### config.mk
export PLATFORM = sky130hd
export DESIGN_NAME = if_fetch_stage
export DESIGN_NICKNAME = d
export VERILOG_FILES = /design/src/rtl/if_fetch_stage.sv
export SDC_FILE = /design/constraint.sdc
export NUM_CORES = 1
export LEC_CHECK = 0
export CAP_MARGIN = 20
export CORE_UTILIZATION = 45
export CTS_CLUSTER_SIZE = 28
export DETAILED_ROUTE_END_ITERATION = 7
export HOLD_SLACK_MARGIN = 0.08
export PLACE_DENSITY = 0.71
export SYNTH_ARGS = -nofsm -noshare
export SYNTH_HDL_FRONTEND = slang
export SYNTH_SLANG_ARGS = --single-unit
### constraint.sdc
create_clock -name clk -period 6.69 [get_ports clk]
set_input_delay 1.6725 -clock clk [delete_from_list [all_inputs] [get_ports clk]]
set_output_delay 1.6725 -clock clk [all_outputs]
set_load 0.005 [all_outputs]
### src/rtl/if_fetch_stage.sv
// Instruction fetch: owns fetch PC, one-outstanding imem requests, 2-entry buffer.
// Ports: redirect_*, id_ready in; imem_req/addr/gnt/rvalid/rdata bus; pc/instr/valid to IF/ID.
module if_fetch_stage #(
  parameter int unsigned XLEN       = 64,
  parameter int unsigned INST_LEN   = 32,
  parameter logic [XLEN-1:0] RESET_PC = 'h8000_0000,
  parameter int unsigned FIFO_DEPTH = 2
) (
  input  logic                clk,
  input  logic                rst_n,
  input  logic                redirect_valid,
  input  logic [XLEN-1:0]     redirect_pc,
  input  logic                id_ready,
  output logic                imem_req,
  output logic [XLEN-1:0]     imem_addr,
  input  logic                imem_gnt,
  input  logic                imem_rvalid,
  input  logic [INST_LEN-1:0] imem_rdata,
  output logic [XLEN-1:0]     pc_if_o,
  output logic [INST_LEN-1:0] instr_if_o,
  output logic                if_valid_o
);

  localparam int unsigned AW = $clog2(FIFO_DEPTH);
  localparam int unsigned CW = AW + 1;

  typedef enum logic [1:0] {
    S_IDLE,
    S_REQ,
    S_WAIT,
    S_DROP
  } state_t;

  state_t              r_state;
  logic                r_imem_req;
  logic [XLEN-1:0]     r_fetch_pc;
  logic [XLEN-1:0]     r_req_pc;
  logic [XLEN-1:0]     r_pc_q  [FIFO_DEPTH];
  logic [INST_LEN-1:0] r_ins_q [FIFO_DEPTH];
  logic [AW-1:0]       r_rd_ptr;
  logic [AW-1:0]       r_wr_ptr;
  logic [CW-1:0]       r_count;

  logic                w_valid;
  logic                w_pop;
  logic                w_push;
  logic [CW-1:0]       w_count_nxt;
  logic                w_credit;

  assign w_valid = (r_count != '0);
  assign w_pop   = w_valid & id_ready;
  assign w_push  = (r_state == S_WAIT) & imem_rvalid & ~redirect_valid;

  assign w_count_nxt = r_count + CW'(w_push) - CW'(w_pop);
  // Room for one more response after this cycle's push/pop.
  assign w_credit    = (w_count_nxt < CW'(FIFO_DEPTH));

  assign imem_req   = r_imem_req;
  assign imem_addr  = r_fetch_pc;
  assign if_valid_o = w_valid;
  assign pc_if_o    = w_valid ? r_pc_q[r_rd_ptr]  : '0;
  assign instr_if_o = w_valid ? r_ins_q[r_rd_ptr] : '0;

  always_ff @(posedge clk or negedge rst_n) begin
    if (!rst_n) begin
      r_state    <= S_IDLE;
      r_imem_req <= 1'b0;
      r_fetch_pc <= RESET_PC;
      r_req_pc   <= '0;
    end else if (redirect_valid) begin
      r_fetch_pc <= redirect_pc & ~XLEN'(3);
      unique case (r_state)
        S_IDLE: begin
          r_state    <= S_REQ;
          r_imem_req <= 1'b1;
        end
        S_REQ: begin
          // A granted request is already in flight: its reply must be eaten.
          r_state    <= imem_gnt ? S_DROP : S_REQ;
          r_imem_req <= ~imem_gnt;
        end
        S_WAIT, S_DROP: begin
          r_state    <= imem_rvalid ? S_REQ : S_DROP;
          r_imem_req <= imem_rvalid;
        end
      endcase
    end else begin
      unique case (r_state)
        S_IDLE: begin
          if (w_credit) begin
            r_state    <= S_REQ;
            r_imem_req <= 1'b1;
          end
        end
        S_REQ: begin
          if (imem_gnt) begin
            r_state    <= S_WAIT;
            r_imem_req <= 1'b0;
            r_req_pc   <= r_fetch_pc;
            r_fetch_pc <= r_fetch_pc + XLEN'(4);
          end
        end
        S_WAIT: begin
          if (imem_rvalid) begin
            r_state    <= w_credit ? S_REQ : S_IDLE;
            r_imem_req <= w_credit;
          end
        end
        S_DROP: begin
          if (imem_rvalid) begin
            r_state    <= S_IDLE;
            r_imem_req <= 1'b0;
          end
        end
      endcase
    end
  end

  always_ff @(posedge clk or negedge rst_n) begin
    if (!rst_n) begin
      r_rd_ptr <= '0;
      r_wr_ptr <= '0;
      r_count  <= '0;
    end else if (redirect_valid) begin
      r_rd_ptr <= '0;
      r_wr_ptr <= '0;
      r_count  <= '0;
    end else begin
      if (w_push) r_wr_ptr <= r_wr_ptr + AW'(1);
      if (w_pop)  r_rd_ptr <= r_rd_ptr + AW'(1);
      r_count <= w_count_nxt;
    end
  end

  always_ff @(posedge clk) begin
    if (w_push) begin
      r_pc_q[r_wr_ptr]  <= r_req_pc;
      r_ins_q[r_wr_ptr] <= imem_rdata;
    end
  end

endmodule

==> run_results.csv <==
group,metric,value,unit
timing,setup_ws,2.04,ns
yosys,synth_simple_gate_area_share,12.7,%
yosys,synth_fa_ha_area_share,0.279,%
cts,cts_buffers,35,
floorplan,core,29100,sq um
yosys,synth_edf_count,188,
cts,cts_tree,"done",
cts,htreeDepth,2,
pwr,irDropWorstVdd,0.198,mV
cts,cts.clk_slew.worst_paths,0.06,ns
yosys,synth_top_family_by_area,"simple AND/OR/NAND/NOR gates",
yosys,ys.flop_type,"edfxtp_1",
cells_and_area,utilization,60.2,%
yosys,synth_compound_area_share,3.80,%
grt,overflow,0,
place,gp_congestion,0.800,
cells_and_area,nFillCells,2329,
cts,cts_root_buffer,"clkbuf_16",
timing,whs,0.463,ns
cts,cts_setup_buffers,0,
place,place_ws,2.08,ns
yosys,synthArstFlopShare,41.1,%
worst_setup_path,criticalPathCategory,"flop to primary output",
floorplan,num_rows,62,
pwr,internal_power,4.46,mW
floorplan,die-area,30600,sq um
worst_setup_path,path_max_fanout,54,
place,place_inst,1625,
cts,clock_sink_count,319,
pwr,p_comb_share,26.1,%
grt,grt_pass1_vias,9213,
grt,grt_max_degree,97,
pwr,p_sw_share,27.9,%
timing,worstMarginPinSlew,1.04,ns
job,drv_cap,0,
floorplan,start_util,46.3,%
place,dp_hpwl,21700,um
grt,grt.total_usage,21.9,%
place,io_buffers,257,
pwr,p_sw,1.72,mW
yosys,synth_xor_xnor_area_share,2.47,%
timing,finalHoldViolCount,0,
timing,slew_headroom,30.8,%
yosys,synth.area.mux_share,12.4,%
yosys,ys_warn_count,0,
timing,finalMaxSlewViolations,0,
worst_setup_path,cp-start-kind,"flop",
route,avgViaCountPerCell,5.39,
floorplan,dieHeight,175,um
timing,rsz0062_at_grt,"false",
yosys,syn_inst,1023,
yosys,synth_seq_cells,319,
yosys,yosys.cell_types.count,50,
yosys,yosysSeqAreaShare,66.3,%
floorplan,io_pins,264,
floorplan,die_width,175,um
timing,fin_worst_skew,0.0214,ns
grt,grt_first_pass_wirelength,52200,um
pwr,powerDensity,353,nW/um^2
worst_setup_path,worstPathArrival,2.98,ns
route,ant_nets,0,
cts,clkLatencyLatePin,0.51,ns
cts,cts_hold_buf,0,
timing,fin_crit_sh,69.5,%
route,num_vias,9112,
cells_and_area,nNetsFinal,1383,
min_path,min_path_type,"flop to flop",
grt,antenna_found_initial,0,
cells_and_area,antenna-diode-count,0,
pwr,power_leakage,6.11,nW
route,drc,0,
cts,cts_resized,0,
cells_and_area,drive_gt1_share,10.9,%
yosys,avgSynthCellArea,13.2,sq um
cts,clk_path_buf_depth,3,
worst_setup_path,crit_path_end_kind,"primary output",
cells_and_area,area_delta_synth_final,30.2,%
run_status,outcome,"finished, final reports clean",
pwr,pwr-share-clk,29.2,%
route,dr.pass1.iters,4,
timing,setup_viol,0,
route,routed_wl,33100,um
cells_and_area,finalNonFillerCells,1689,
pwr,total_power,6.18,mW
pwr,seq_power_share,44.6,%
timing,max_freq,215,MHz
route,wl_per_cell,19.6,um
worst_setup_path,worst_ep_required_time,5.02,ns
yosys,synth_area,13500,sq um
timing,post-route-min-period,4.65,ns
route,dr.first_iter.drc_count,580,
state kept, by name, indices dropped and copies added, names as in the netlist:
register / flops
r_pc_q: 124
r_ins_q: 64
imem_addr: 62
r_req_pc: 62
r_count: 2
r_state: 2
imem_req: 1
r_rd_ptr: 1
r_wr_ptr: 1
cell usage after synthesis (3+ instances only):
cell type | number | area [sq um]
edfxtp_1 | 188 | 5650
dfrtp_1 | 130 | 3250
nor2_1 | 130 | 488
mux2i_1 | 97 | 971
nand2_1 | 66 | 248
mux2_2 | 62 | 698
o21ai_0 | 58 | 290
clkbuf_1 | 38 | 143
nand3_1 | 28 | 140
nand4_1 | 25 | 156
or3_1 | 23 | 144
xnor2_1 | 21 | 184
a31oi_1 | 19 | 119
nor4_1 | 18 | 113
xor2_1 | 17 | 149
buf_1 | 12 | 45.0
and3_1 | 11 | 68.8
inv_1 | 10 | 37.5
nor2b_1 | 7 | 43.8
and2_1 | 6 | 37.5
and4_1 | 6 | 52.6
nor3_1 | 6 | 30.0
buf_4 | 4 | 30.0
or4_1 | 4 | 30.0
a22oi_1 | 3 | 22.5
ha_1 | 3 | 37.5
or2_2 | 3 | 18.8
cells in the final DEF (no fill, tap or decap), drive strengths merged, types with 6 or more instances in the layout:
| cell | Yosys | final |
|---|---|---|
| dfrtp | 130 | 130 |
| o21ai | 58 | 58 |
| xnor2 | 21 | 21 |
| xor2 | 17 | 17 |
| mux2i | 97 | 97 |
| edfxtp | 188 | 188 |
| nand4 | 27 | 27 |
| nor2b | 7 | 7 |
| nor4 | 18 | 18 |
| a31oi | 19 | 19 |
| nand3 | 28 | 28 |
| and3 | 12 | 12 |
| or3 | 23 | 23 |
| buf | 17 | 16 |
| clkbuf | 39 | 49 |
| inv | 10 | 13 |
| nor2 | 130 | 130 |
| nand2 | 66 | 66 |
| clkdlybuf4s50 | 0 | 255 |
| and4 | 6 | 6 |
| mux2 | 62 | 62 |
| and2 | 6 | 6 |
| nor3 | 6 | 6 |
| clkinv | 0 | 11 |
stage by stage:
stage               setup TNS, ns  cell area, sq um
floorplan                  -42.86             13500
global placement                0             16400
detailed placement              0             16400
CTS                             0             17500
global route                    0             17500
finish                          0             17500
worst max-delay path: stages, from the launching register on:
cell and delay [ns]:
dfrtp_4 1.12, buf_4 0.53, mux2i_1 0.24, nor2_1 0.05, clkdlybuf4s50_1 0.50
worst paths after layout:
check,startpoint,to,slack (ns),cells after the start
worst max-delay path,r_rd_ptr,pc_if_o[41],2.04,4
worst min-delay path,r_req_pc[28],r_pc_q[1][28],0.46,0
worst max register to register,r_count[1],r_state[0],3.57,10
worst min register to register,r_req_pc[28],r_pc_q[1][28],0.46,0
max in group asynchronous,rst_n,imem_addr[31],4.29,2
min in group asynchronous,rst_n,r_req_pc[16],1.28,1
layout make-up:
type,instances,area (sq um),share of cell area [%]
Clock inverter,15,109,0.621
Tap cell,384,480,2.74
Sequential cell,319,8930,51.0
Clock buffer,49,970,5.54
Inverter,10,37.5,0.214
Timing Repair Buffer,271,2690,15.3
Multi-Input combinational cell,641,4310,24.6
routing by layer:
layer	part of all wire (%)	track usage [%]
met1	44	29.4
met2	48	36.3
met3	5.1	3.74
met4	2.8	7.14
met5	0	0
kinds of logic after synthesis:
group | Yosys count
simple gates | 347
flops | 319
mux | 159
compound gates | 90
buf+inv | 66
xor+xnor | 38
fa+ha+maj | 3
other cells | 1
power groups by stage:
stage               clock, mW  sequential, mW  combinational [mW]
floorplan                   0            2.65               0.840
global placement            0            2.76                1.62
detailed placement          0            2.79                1.64
CTS                      1.84            2.76                1.65
global route             1.92            2.80                1.76
finish                   1.81            2.76                1.62
Power figures use the tool's default switching activity.
